--- config.mk ---
export PLATFORM = sky130hd
export DESIGN_NAME = clk_period_meter
export DESIGN_NICKNAME = d
export VERILOG_FILES = /design/src/rtl/clk_period_meter.sv
export SDC_FILE = /design/constraint.sdc
export NUM_CORES = 1
export LEC_CHECK = 0
export ABC_AREA = 1
export ABC_CLOCK_PERIOD_IN_PS = 4200
export BUFFER_PORTS_ARGS = -buffer_cell sky130_fd_sc_hd__buf_2
export CAP_MARGIN = 25
export CORE_MARGIN = 2
export CORE_UTILIZATION = 50
export CTS_CLUSTER_SIZE = 8
export DETAILED_ROUTE_END_ITERATION = 10
export PLACE_DENSITY = 0.69
export SYNTH_ARGS = -nofsm -noshare
export SYNTH_HDL_FRONTEND = slang
export SYNTH_SLANG_ARGS = --single-unit
--- constraint.sdc ---
create_clock -name clk_in -period 4.2 [get_ports clk_in]
set_input_delay 0.42 -clock clk_in [delete_from_list [all_inputs] [get_ports clk_in]]
set_output_delay 0.42 -clock clk_in [all_outputs]
set_load 0.1 [all_outputs]
--- src/rtl/clk_period_meter.sv ---
// clk_period_meter: measures period, high time and low time of a divided clock
// (sig_in) in clk_in cycles over NUM_PERIODS consecutive periods. It flags any
// later period that differs from the first (mismatch). It also flags a run that
// ended because no rising edge arrived in time (timeout).
module clk_period_meter #(
  parameter int CNT_W       = 16,
  parameter int NUM_PERIODS = 8,
  parameter int TIMEOUT     = 1024
) (
  input  logic             clk_in,
  input  logic             rst,
  input  logic             start,
  input  logic             sig_in,
  output logic             busy,
  output logic             done,
  output logic [CNT_W-1:0] period,
  output logic [CNT_W-1:0] high_time,
  output logic [CNT_W-1:0] low_time,
  output logic             mismatch,
  output logic             timeout
);

  localparam int IDX_W = (NUM_PERIODS > 1) ? $clog2(NUM_PERIODS) : 1;
  localparam logic [CNT_W-1:0] TO_LAST  = CNT_W'(TIMEOUT - 1);
  localparam logic [IDX_W-1:0] IDX_LAST = IDX_W'(NUM_PERIODS - 1);

  typedef enum logic [1:0] {
    S_IDLE    = 2'd0,
    S_ARM     = 2'd1,
    S_MEASURE = 2'd2,
    S_DONE    = 2'd3
  } state_t;

  state_t           r_state;
  state_t           w_state_next;

  logic             r_s1;
  logic             r_s2;
  logic             r_s3;
  logic             w_rise;
  logic             w_level;

  logic [CNT_W-1:0] r_timer;
  logic [CNT_W-1:0] r_per_cnt;
  logic [CNT_W-1:0] r_hi_cnt;
  logic [IDX_W-1:0] r_idx;

  logic [CNT_W-1:0] r_period;
  logic [CNT_W-1:0] r_high_time;
  logic [CNT_W-1:0] r_low_time;
  logic             r_mismatch;
  logic             r_timeout;

  logic             w_arm_entry;
  logic             w_close;
  logic             w_to_hit;

  assign w_rise  = r_s2 & ~r_s3;
  assign w_level = r_s2;

  // Synchronize sig_in into clk_in and keep one extra stage for edge detection.
  // NOTE: sequential state uses non-blocking assignments so every flop samples
  // the values from before the clock edge, which makes the shift chain work.
  always_ff @(posedge clk_in or negedge rst) begin
    if (!rst) begin
      r_s1 <= 1'b0;
      r_s2 <= 1'b0;
      r_s3 <= 1'b0;
    end else begin
      r_s1 <= sig_in;
      r_s2 <= r_s1;
      r_s3 <= r_s2;
    end
  end

  // State register.
  always_ff @(posedge clk_in or negedge rst) begin
    if (!rst) begin
      r_state <= S_IDLE;
    end else begin
      r_state <= w_state_next;
    end
  end

  // Next-state logic, status outputs and datapath control strobes.
  // NOTE: every signal written here gets a default first; a branch that skipped
  // one would otherwise infer a latch.
  always_comb begin
    w_state_next = r_state;
    w_arm_entry  = 1'b0;
    w_close      = 1'b0;
    w_to_hit     = 1'b0;
    busy         = 1'b0;
    done         = 1'b0;
    unique case (r_state)
      S_IDLE: begin
        if (start) begin
          w_state_next = S_ARM;
          w_arm_entry  = 1'b1;
        end
      end
      S_ARM: begin
        busy = 1'b1;
        if (w_rise) begin
          w_state_next = S_MEASURE;
        end else if (r_timer == TO_LAST) begin
          w_state_next = S_DONE;
          w_to_hit     = 1'b1;
        end
      end
      S_MEASURE: begin
        busy = 1'b1;
        if (w_rise) begin
          w_close = 1'b1;
          if (r_idx == IDX_LAST) begin
            w_state_next = S_DONE;
          end
        end else if (r_per_cnt == TO_LAST) begin
          w_state_next = S_DONE;
          w_to_hit     = 1'b1;
        end
      end
      S_DONE: begin
        done         = 1'b1;
        w_state_next = S_IDLE;
      end
      default: w_state_next = S_IDLE;
    endcase
  end

  // Wait timer and per-period counters. The rising-edge cycle itself counts as
  // the first (high) cycle of the new period, hence the reload value of 1.
  always_ff @(posedge clk_in or negedge rst) begin
    if (!rst) begin
      r_timer   <= '0;
      r_per_cnt <= '0;
      r_hi_cnt  <= '0;
      r_idx     <= '0;
    end else begin
      if (w_arm_entry) begin
        r_timer <= '0;
      end else if (r_state == S_ARM) begin
        r_timer <= r_timer + CNT_W'(1);
      end

      if (r_state == S_ARM && w_rise) begin
        r_per_cnt <= CNT_W'(1);
        r_hi_cnt  <= CNT_W'(1);
        r_idx     <= '0;
      end else if (r_state == S_MEASURE) begin
        if (w_close) begin
          r_per_cnt <= CNT_W'(1);
          r_hi_cnt  <= CNT_W'(1);
          r_idx     <= r_idx + IDX_W'(1);
        end else begin
          r_per_cnt <= r_per_cnt + CNT_W'(1);
          r_hi_cnt  <= r_hi_cnt + CNT_W'(w_level);
        end
      end
    end
  end

  // Results: the first closed period is captured and later ones are compared
  // against it. Results hold until the next accepted start clears them.
  always_ff @(posedge clk_in or negedge rst) begin
    if (!rst) begin
      r_period    <= '0;
      r_high_time <= '0;
      r_low_time  <= '0;
      r_mismatch  <= 1'b0;
      r_timeout   <= 1'b0;
    end else begin
      if (w_arm_entry) begin
        r_period    <= '0;
        r_high_time <= '0;
        r_low_time  <= '0;
        r_mismatch  <= 1'b0;
        r_timeout   <= 1'b0;
      end else begin
        if (w_close) begin
          if (r_idx == '0) begin
            r_period    <= r_per_cnt;
            r_high_time <= r_hi_cnt;
            r_low_time  <= r_per_cnt - r_hi_cnt;
          end else if (r_per_cnt != r_period || r_hi_cnt != r_high_time) begin
            r_mismatch <= 1'b1;
          end
        end
        if (w_to_hit) begin
          r_timeout <= 1'b1;
        end
      end
    end
  end

  assign period    = r_period;
  assign high_time = r_high_time;
  assign low_time  = r_low_time;
  assign mismatch  = r_mismatch;
  assign timeout   = r_timeout;

endmodule

==> impl_metrics.csv, run 1 <==
group,metric,value,unit
sta,post-route-period-util,63.0,%
power,combPwrFrac,50.8,%
setup_path,r2r_end,"low_time[8]",
setup_path,cp_common_cell,"inv_1",
cts,root_buffer,"clkbuf_16",
setup_path,critical_path_buf_inv_count,4,
power,p_clk_share,18.2,%
detailed_routing,wl_per_cell,15.0,um
sta,finalSetupViolations,0,
synth,netlist.area_leader.share,42.4,%
floorplan,core,12100,sq um
placed_design,routabilityCongestion,0.939,
sta,timing.hold.ws,0.0916,ns
cts,cts_max_level,3,
power,irDropWorstVdd,0.000343,V
global_routing,grt_max_degree,73,
placed_design,portBuffers,55,
setup_path,cpLargestDelayFamily,"buffers and inverters",
power,intPower,2.08,mW
cells_and_area,nets,873,
synth,ys.flop_type,"dfrtp_1",
setup_path,reg2regPathDepth,9,
min_path,hold_path_class,"input port to async pin",
global_routing,grt_pass1_vias,5216,
floorplan,fp.dieH,116,um
sta,setup_tns,0,ns
synth,yosys-top-cells-area,"dfrtp_1 42%, nand2_1 13%, inv_1 5.6%, ha_1 5.4%, a21oi_1 3.8%",
synth,synth.mux.area_fraction,0,%
flow_run,timing.max_cap.violations,0,
cts,cts_tree,"done",
synth,synth_compound_area_share,14.8,%
sta,finClkSkew,0.00542,ns
synth,synth_cell_types,47,
cells_and_area,area_growth,11.2,%
global_routing,antenna_found_initial,0,
cts,clock_path_buffers,2,
sta,relSlewSlack,52.7,%
setup_path,critPathRequiredTime,4.48,ns
cells_and_area,antennaDiodeCount,0,
cells_and_area,fillers,1123,
sta,tightest_slew,0.707,ns
setup_path,r2r_slack,1.56,ns
setup_path,critPathMaxStageDelay,0.51,ns
cts,post-cts-setup-buffer-count,0,
floorplan,io_pins,56,
cts,holdBufCountCts,0,
detailed_routing,vias,5398,
synth,syn-cell-area,6250,sq um
power,power.switching,2.21,mW
detailed_routing,viasPerCell,5.34,
global_routing,track_usage,24.2,%
sta,finalHoldViolations,0,
power,seqPwrFrac,31.1,%
cts,cts_sinks,106,
floorplan,dieArea,13400,sq um
setup_path,r2r_start,"r_state[0]",
power,power.leakage,3.58,nW
outcome,outcome,"completed",
synth,ys_seq_area_share,42.4,%
setup_path,start_kind,"flop",
setup_path,end_kind,"flop",
detailed_routing,drtIter0Drc,402,
detailed_routing,drc,0,
setup_path,path_class,"flop to flop",
power,finalPower,4.29,mW
cts,clk_latency,0.35,ns
cells_and_area,final_cell_count_no_fill,1011,
synth,synth-simple-area-share,26.2,%
synth,syn_inst,785,
setup_path,crit_slowest_cell,"clkinv_2",
cts,path_clk_slew,0.07,ns
synth,synth_top_area_cell,"dfrtp_1",
placed_design,place_inst,997,
placed_design,dp_hpwl,11000,um
synth,synth_top_family_by_area,"simple AND/OR/NAND/NOR gates",
sta,fmax,378,MHz
synth,synth-seq-cells,106,
setup_path,path_cells,"inv_1 > ha_1 > nand2_2 > inv_1 > a21oi_4 > buf_4 > clkinv_2 > nor2_1 > o21bai_1",
synth,synth_fa_ha_area_share,5.72,%
synth,synth_area_per_cell,7.96,sq um
synth,yosys_warnings,0,
detailed_routing,antenna_left,0,
floorplan,row_count,40,
sta,rsz0062_at_grt,"no",
power,power.density,618,nW/um^2
setup_path,cp_max_fo,30,
cts,numCtsBuffers,9,
detailed_routing,first_pass_iters,5,
synth,syn_nets,817,
cells_and_area,final_layout_size_suffix_gt1_share,14.9,%
global_routing,grt_pass1_wl,25300,um
setup_path,arrival,2.92,ns
sta,slew_viol_final,0,
synth,synth_edf_count,0,
cts,post_cts_resized,0,
synth,synth-xor-area-share,2.94,%
floorplan,initial_utilization,51.6,%
global_routing,overflow,0,
sta,fin_crit,2.64,ns
synth,synthArstFlopShare,100,%
detailed_routing,wirelength,15200,um
floorplan,die_x,116,um
power,p_sw_share,51.4,%
## cells in the final DEF (no fill, tap or decap), drive strengths merged, types with 13 or more instances in the layout
cell type,count
dfrtp,106
inv,103
nor3,23
nand3,38
o21ai,57
a21oi,50
clkbuf,13
nand2,223
buf,58
nor2,65
o22ai,21
ha,27
xnor2,17
## power by group through the flow
stage	Clock (mW)	Sequential, mW	Combinational, mW
after floorplan	0	2.01	1.11
after global placement	0	1.34	2.15
after detailed placement	0	1.35	2.17
after CTS	0.794	1.33	2.18
after global routing	0.833	1.36	2.39
final	0.780	1.33	2.18
## layer usage
| layer | vias up | routed length (um) | global-route usage (%) | share of wire, % |
|---|---|---|---|---|
| li1 | 2674 | - | - | - |
| met1 | 2556 | 7140 | 33.0 | 47 |
| met2 | 138 | 6990 | 38.4 | 46 |
| met3 | 30 | 648 | 3.97 | 4.3 |
| met4 | 0 | 425 | 10.5 | 2.8 |
| met5 | - | 0 | 0 | 0 |
## synth_stat cells (2+ instances only)
library cell	n
nand2_1	216
a211oi_1	4
nand3_1	32
buf_2	5
o22ai_2	18
o21ai_0	36
a22o_1	2
clkinv_1	3
nand4_1	8
dfrtp_1	106
nand2_2	6
inv_2	10
nor4_1	2
and2_1	2
nor3_1	19
xnor2_1	17
inv_1	93
a31oi_1	2
o21ai_2	2
nor3_2	3
o21a_1	3
nand3b_1	4
nand3_2	5
buf_6	5
xor2_1	4
clkbuf_1	2
nor2_1	59
and3_1	2
nor2_4	4
ha_1	27
o21ai_1	19
a21oi_1	48
o22ai_1	3
## layout make-up
type,instances,area [sq um],area share (%)
clock buffer,13,260,3.75
inverter,107,403,5.80
multi-input combinational,559,3100,44.7
sequential,106,2650,38.2
tap,168,210,3.02
timing repair buffer,58,320,4.61
## logic make-up (layout without fill, tap and decap cells)
logic type | Yosys count | after routing
adder cells (fa/ha/maj) | 28 | 28
buffers and inverters | 120 | 178
AND/OR/NAND/NOR | 367 | 367
flip-flops | 106 | 106
AO/OA/AOI/OAI | 143 | 143
XOR/XNOR | 21 | 21
## flip-flops by register name (all words and copies together) (netlist names)
| register | count |
|---|---|
| high_time | 16 |
| low_time | 16 |
| period | 16 |
| r_hi_cnt | 16 |
| r_per_cnt | 16 |
| r_timer | 16 |
| r_idx | 3 |
| r_state | 2 |
| mismatch | 1 |
| r_s1 | 1 |
| r_s2 | 1 |
| r_s3 | 1 |
| timeout | 1 |
## how the worst max path moves through the flow
stage          depth (start not counted)      endpoint          from
6_report                               9   low_time[8]    r_state[0]
5_1_grt                                9   low_time[8]    r_state[0]
4_1_cts                                9   low_time[8]    r_state[0]
3_5_place_dp                           9   low_time[8]    r_state[0]
3_3_place_gp                           9   low_time[8]    r_state[0]
2_1_floorplan                         11  low_time[14]  r_per_cnt[0]
## per-stage QoR
| stage | setup slack [ns] | utilization [%] | instance area [sq um] |
|---|---|---|---|
| 3_3_place_gp | 1.64 | 55.0 | 6660 |
| 2_1_floorplan | 2.30 | - | 6250 |
| 3_5_place_dp | 1.57 | 55.0 | 6660 |
| 5_1_grt | 1.36 | 57.4 | 6950 |
| 4_1_cts | 1.54 | 57.1 | 6920 |
| 6_report | 1.56 | 57.4 | 6950 |
(Power assumes the default switching activity.)
==> inputs of run 2 (changes only) <==
--- a/config.mk
+++ b/config.mk
@@ -6,7 +6,7 @@
 export NUM_CORES = 1
 export LEC_CHECK = 0
 export ABC_AREA = 1
-export ABC_CLOCK_PERIOD_IN_PS = 4200
+export ABC_CLOCK_PERIOD_IN_PS = 2500
 export BUFFER_PORTS_ARGS = -buffer_cell sky130_fd_sc_hd__buf_2
 export CAP_MARGIN = 25
 export CORE_MARGIN = 2
==> constraint.sdc (replaced) <==
create_clock -name clk_in -period 2.5 [get_ports clk_in]
set_input_delay 0.25 -clock clk_in [delete_from_list [all_inputs] [get_ports clk_in]]
set_output_delay 0.25 -clock clk_in [all_outputs]
set_load 0.1 [all_outputs]
==> run 2 against run 1 <==
Effect of this change: final cell count is 0.99% higher; first-iteration DRC count increased by 5.7%; total power up 76%; via count about the same; critical path type unchanged; clock skew about the same; combinational power grew 73%; non-clock buffer count rose by 7; sequential share of layout area is 0.71 points lower.
==> impl_metrics.csv, run 2 (same netlist as run 1, synthesis figures left out) <==
group,metric,value,unit
outcome,outcome,"completed",
sta,relSlewSlack,67.2,%
setup_path,path_class,"flop to flop",
cells_and_area,final_layout_size_suffix_gt1_share,15.8,%
placed_design,routabilityCongestion,0.937,
setup_path,start_kind,"flop",
setup_path,r2r_start,"r_per_cnt[0]",
setup_path,cp_max_fo,4,
floorplan,core,12100,sq um
cts,path_clk_slew,0.07,ns
placed_design,portBuffers,55,
global_routing,grt_pass1_wl,26000,um
detailed_routing,drtIter0Drc,425,
cells_and_area,final_cell_count_no_fill,1021,
floorplan,die_x,116,um
power,power.leakage,3.64,nW
cells_and_area,antennaDiodeCount,0,
cells_and_area,nets,880,
setup_path,critPathRequiredTime,2.75,ns
cts,post_cts_resized,0,
global_routing,overflow,0,
detailed_routing,wirelength,15600,um
min_path,hold_path_class,"input port to flop",
sta,fmax,457,MHz
cells_and_area,regArea,2650,sq um
cts,root_buffer,"clkbuf_16",
global_routing,grt_pass1_vias,5209,
detailed_routing,antenna_left,0,
cts,numCtsBuffers,9,
sta,finalHoldViolations,0,
floorplan,initial_utilization,51.6,%
detailed_routing,first_pass_iters,5,
sta,slew_viol_final,0,
setup_path,worstSetupStartpoint,"r_per_cnt[0]",
detailed_routing,drc,0,
cells_and_area,area_growth,13.3,%
flow_run,timing.max_cap.violations,0,
global_routing,antenna_found_initial,0,
sta,finalSetupViolations,0,
setup_path,end_kind,"flop",
cts,cts_sinks,106,
placed_design,dp_hpwl,11700,um
global_routing,grt_max_degree,79,
sta,post-route-period-util,87.6,%
power,power.density,1070,nW/um^2
sta,setup_tns,0,ns
power,finalPower,7.57,mW
cts,cts_max_level,3,
cells_and_area,layout_commonest_cell,"nand2_1",
min_path,hp-start,"start",
cells_and_area,final_cell_mix,"216 x nand2_1, 106 x dfrtp_1, 93 x inv_1",
sta,tightest_slew,0.492,ns
detailed_routing,viasPerCell,5.29,
sta,finClkSkew,0.00504,ns
floorplan,row_count,40,
sta,fin_crit,2.19,ns
detailed_routing,vias,5402,
power,irDropWorstVdd,0.000529,V
detailed_routing,wl_per_cell,15.3,um
floorplan,dieArea,13400,sq um
sta,rsz0062_at_grt,"no",
floorplan,fp.dieH,116,um
cells_and_area,fillers,1135,
placed_design,place_inst,1003,
floorplan,io_pins,56,
cts,clk_latency,0.35,ns
setup_path,arrival,2.43,ns
cells_and_area,multi_input_area,3100,sq um
cts,cts_tree,"done",
global_routing,track_usage,25.0,%
cts,clock_path_buffers,2,
-- run 2: worst paths after layout --
check,end,slack (ns),cells after the start
worst min-delay path,r_state[0],0.30,5
worst min register to register,r_s2,0.35,0
max in group asynchronous,r_idx[1],1.39,3
min in group asynchronous,period[7],0.36,2
worst max register to register,low_time[14],0.31,11
worst max-delay path,low_time[14],0.31,11
-- run 2: where the power goes --
group	internal (mW)	total [mW]	switching, mW
combinational	0.858	3.77	2.91
clock	0.934	1.58	0.642
sequential	1.98	2.23	0.247
total	3.78	7.57	3.80
-- run 2: cell type report --
cell class | instances | area share (%)
multi-input cells | 559 | 43.8
flip-flops and latches | 106 | 37.5
inverters | 107 | 5.69
repair buffers | 65 | 5.41
clock buffers | 12 | 3.62
well taps | 168 | 2.97
clock inverters | 4 | 1.04
-- run 2: worst max-delay path, cell delays in order (launching register included) --
cell	delay [ns]
dfrtp_1	0.42
inv_1	0.11
ha_1	0.25
fa_1	0.41
o21ai_1	0.35
nand2_1	0.09
nand2_1	0.13
nand2_1	0.08
nand2_1	0.07
nand2_1	0.05
nand3_1	0.06
nand2_1	0.06
-- run 2: metal layers --
metal  GRT usage, %  wire length, um  vias to the layer above
li1               -                -                     2684
met1           34.2             7170                     2533
met2           40.0             7320                      158
met3           3.61              707                       27
met4           10.5              446                        0
met5              0                0                        -
-- run 2: what timing repair did --
action / 4_1_cts / 5_1_grt
endpoints found under the hold margin: 29 / 0
setup buffers: 0 / 0
hold buffers: 2 / 0
-- run 2: per-stage QoR --
| step | instance area (sq um) | setup slack, ns | util (%) | hold slack [ns] |
|---|---|---|---|---|
| after CTS | 7080 | 0.335 | 58.5 | 0.295 |
| final | 7080 | 0.311 | 58.5 | 0.302 |
| after detailed placement | 6730 | 0.349 | 55.6 | 0.202 |
| after global routing | 7080 | 0.132 | 58.5 | 0.323 |
| after floorplan | 6250 | 0.599 | - | -0.0456 |
| after global placement | 6730 | 0.394 | 55.6 | 0.198 |
==> inputs of run 3 (changes only) <==
--- a/config.mk
+++ b/config.mk
@@ -7,13 +7,13 @@
 export LEC_CHECK = 0
 export ABC_AREA = 1
 export ABC_CLOCK_PERIOD_IN_PS = 2500
-export BUFFER_PORTS_ARGS = -buffer_cell sky130_fd_sc_hd__buf_2
+export BUFFER_PORTS_ARGS = -buffer_cell sky130_fd_sc_hd__buf_4
 export CAP_MARGIN = 25
 export CORE_MARGIN = 2
-export CORE_UTILIZATION = 50
+export CORE_UTILIZATION = 43
 export CTS_CLUSTER_SIZE = 8
 export DETAILED_ROUTE_END_ITERATION = 10
-export PLACE_DENSITY = 0.69
+export RECOVER_POWER = 50
 export SYNTH_ARGS = -nofsm -noshare
 export SYNTH_HDL_FRONTEND = slang
 export SYNTH_SLANG_ARGS = --single-unit
==> run 3 against run 2 <==
Effect of this change: clock skew increased by 0.0033 ns; sequential share of layout area is 0.26 points lower; register-to-register slack improved by 0.04 ns; utilization down 8.8 points; critical path type unchanged; largest cell class unchanged.
==> impl_metrics.csv, run 3 (same netlist as run 1, synthesis figures left out) <==
group,metric,value,unit
detailed_routing,viasPerCell,5.20,
sta,finalHoldViolations,0,
detailed_routing,drc,0,
cts,cts_tree,"done",
setup_path,critPathMaxStageDelay,0.42,ns
floorplan,fp.dieH,125,um
detailed_routing,first_pass_iters,4,
setup_path,critical_path_buf_inv_count,1,
placed_design,place_inst,1020,
min_path,hold_path_class,"input port to flop",
flow_run,timing.max_cap.violations,0,
floorplan,core,14400,sq um
setup_path,arrival,2.40,ns
global_routing,antenna_found_initial,0,
cells_and_area,antennaDiodeCount,0,
cts,numCtsBuffers,9,
cts,cts_max_level,3,
setup_path,path_cells,"inv_1 > ha_1 > fa_1 > o21ai_1 > nand2_1 > nand2_1 > nand2_1 > nand2_1 > nand2_1 > nand3_1 > nand2_1",
power,power.leakage,3.51,nW
placed_design,portBuffers,55,
placed_design,placed_cell_area,6880,sq um
setup_path,cp_max_fo,4,
setup_path,r2r_slack,0.35,ns
placed_design,routabilityCongestion,0.901,
setup_path,path_class,"flop to flop",
sta,slew_viol_final,0,
detailed_routing,antenna_left,0,
outcome,outcome,"completed",
setup_path,crit_slowest_cell,"dfrtp_1",
setup_path,reg2regPathDepth,11,
sta,fmax,465,MHz
cells_and_area,layout_commonest_cell,"nand2_1",
cts,path_clk_slew,0.07,ns
detailed_routing,wl_per_cell,16.1,um
floorplan,dieArea,15500,sq um
global_routing,overflow,0,
setup_path,critPathRequiredTime,2.75,ns
global_routing,track_usage,22.1,%
cells_and_area,final_util,49.6,%
cts,clk_latency,0.36,ns
setup_path,start_kind,"flop",
sta,rsz0062_at_grt,"no",
detailed_routing,vias,5402,
setup_path,end_kind,"flop",
detailed_routing,wirelength,16700,um
setup_path,cpLargestDelayFamily,"adder cells",
sta,tightest_slew,1.36,ns
min_path,hp-start,"start",
cts,root_buffer,"clkbuf_16",
cells_and_area,final_cell_area,7130,sq um
cells_and_area,area_growth,14.1,%
sta,timing.hold.ws,0.315,ns
cells_and_area,nets,881,
floorplan,io_pins,56,
cells_and_area,fillers,1412,
sta,finalSetupViolations,0,
global_routing,grt_pass1_wl,27300,um
floorplan,row_count,44,
sta,post-route-period-util,86.0,%
sta,finClkSkew,0.00836,ns
global_routing,grt_max_degree,51,
power,power.density,1080,nW/um^2
cells_and_area,final_layout_size_suffix_gt1_share,12.2,%
cts,post_cts_resized,0,
placed_design,dp_hpwl,12500,um
cells_and_area,final_cell_count_no_fill,1038,
sta,fin_crit,2.15,ns
setup_path,r2r_end,"low_time[14]",
cts,cts_sinks,106,
power,irDropWorstVdd,0.000536,V
setup_path,cp_common_cell,"nand2_1",
floorplan,initial_utilization,43.5,%
setup_path,r2r_start,"r_per_cnt[0]",
min_path,holdPathStages,5,
cells_and_area,final_cell_mix,"216 x nand2_1, 106 x dfrtp_1, 93 x inv_1",
min_path,hold-path-endpoint,"r_state[0]",
floorplan,die_x,125,um
cts,clock_path_buffers,2,
detailed_routing,drtIter0Drc,433,
global_routing,grt_pass1_vias,5353,
sta,setup_tns,0,ns
sta,relSlewSlack,9.36,%
-- run 3: layout make-up --
class / count / area [sq um] / area share, %
multi-input cells: 559 / 3100 / 43.5
flip-flops and latches: 106 / 2650 / 37.2
inverters: 107 / 403 / 5.65
repair buffers: 66 / 388 / 5.44
clock buffers: 12 / 256 / 3.60
well taps: 184 / 230 / 3.23
clock inverters: 4 / 97.6 / 1.37
-- run 3: worst max path at each step --
stage / start / endpoint / slack, ns / cells past startpoint
floorplan: r_per_cnt[0] / low_time[14] / 0.60 / 11
global placement: r_per_cnt[0] / low_time[14] / 0.40 / 11
detailed placement: r_per_cnt[0] / low_time[14] / 0.36 / 11
CTS: r_per_cnt[0] / low_time[14] / 0.35 / 11
global route: r_per_cnt[0] / low_time[10] / 0.14 / 11
finish: r_per_cnt[0] / low_time[14] / 0.35 / 11
-- run 3: per-stage QoR --
stage / total power [mW] / setup slack (ns)
4_1_cts: 7.87 / 0.347
5_1_grt: 8.16 / 0.143
3_5_place_dp: 6.15 / 0.361
6_report: 7.71 / 0.349
3_3_place_gp: 6.10 / 0.398
2_1_floorplan: 5.24 / 0.599
-- run 3: layer usage --
layer / GRT usage (%) / share of wire [%] / wire [um]
met4: 9.19 / 2.5 / 415
met3: 2.88 / 3.9 / 658
met5: 0 / 0 / 0
met2: 36.5 / 48 / 8010
met1: 29.3 / 46 / 7600
-- run 3: repair_timing --
item / 4_1_cts / 5_1_grt
hold buffers: 2 / 0
endpoints found under the hold margin: 48 / 0
setup buffers: 0 / 0
-- run 3: power by group --
group | internal, mW | total, mW | switching (mW)
Sequential | 1.98 | 2.24 | 0.255
Clock | 1.04 | 1.70 | 0.666
Combinational | 0.837 | 3.77 | 2.93
-- run 3: worst reg2reg max path, stage by stage (launching register included) --
cell and delay (ns):
dfrtp_1 0.42, inv_1 0.12, ha_1 0.24, fa_1 0.41, o21ai_1 0.30, nand2_1 0.08
nand2_1 0.14, nand2_1 0.09, nand2_1 0.07, nand2_1 0.04, nand3_1 0.07, nand2_1 0.06
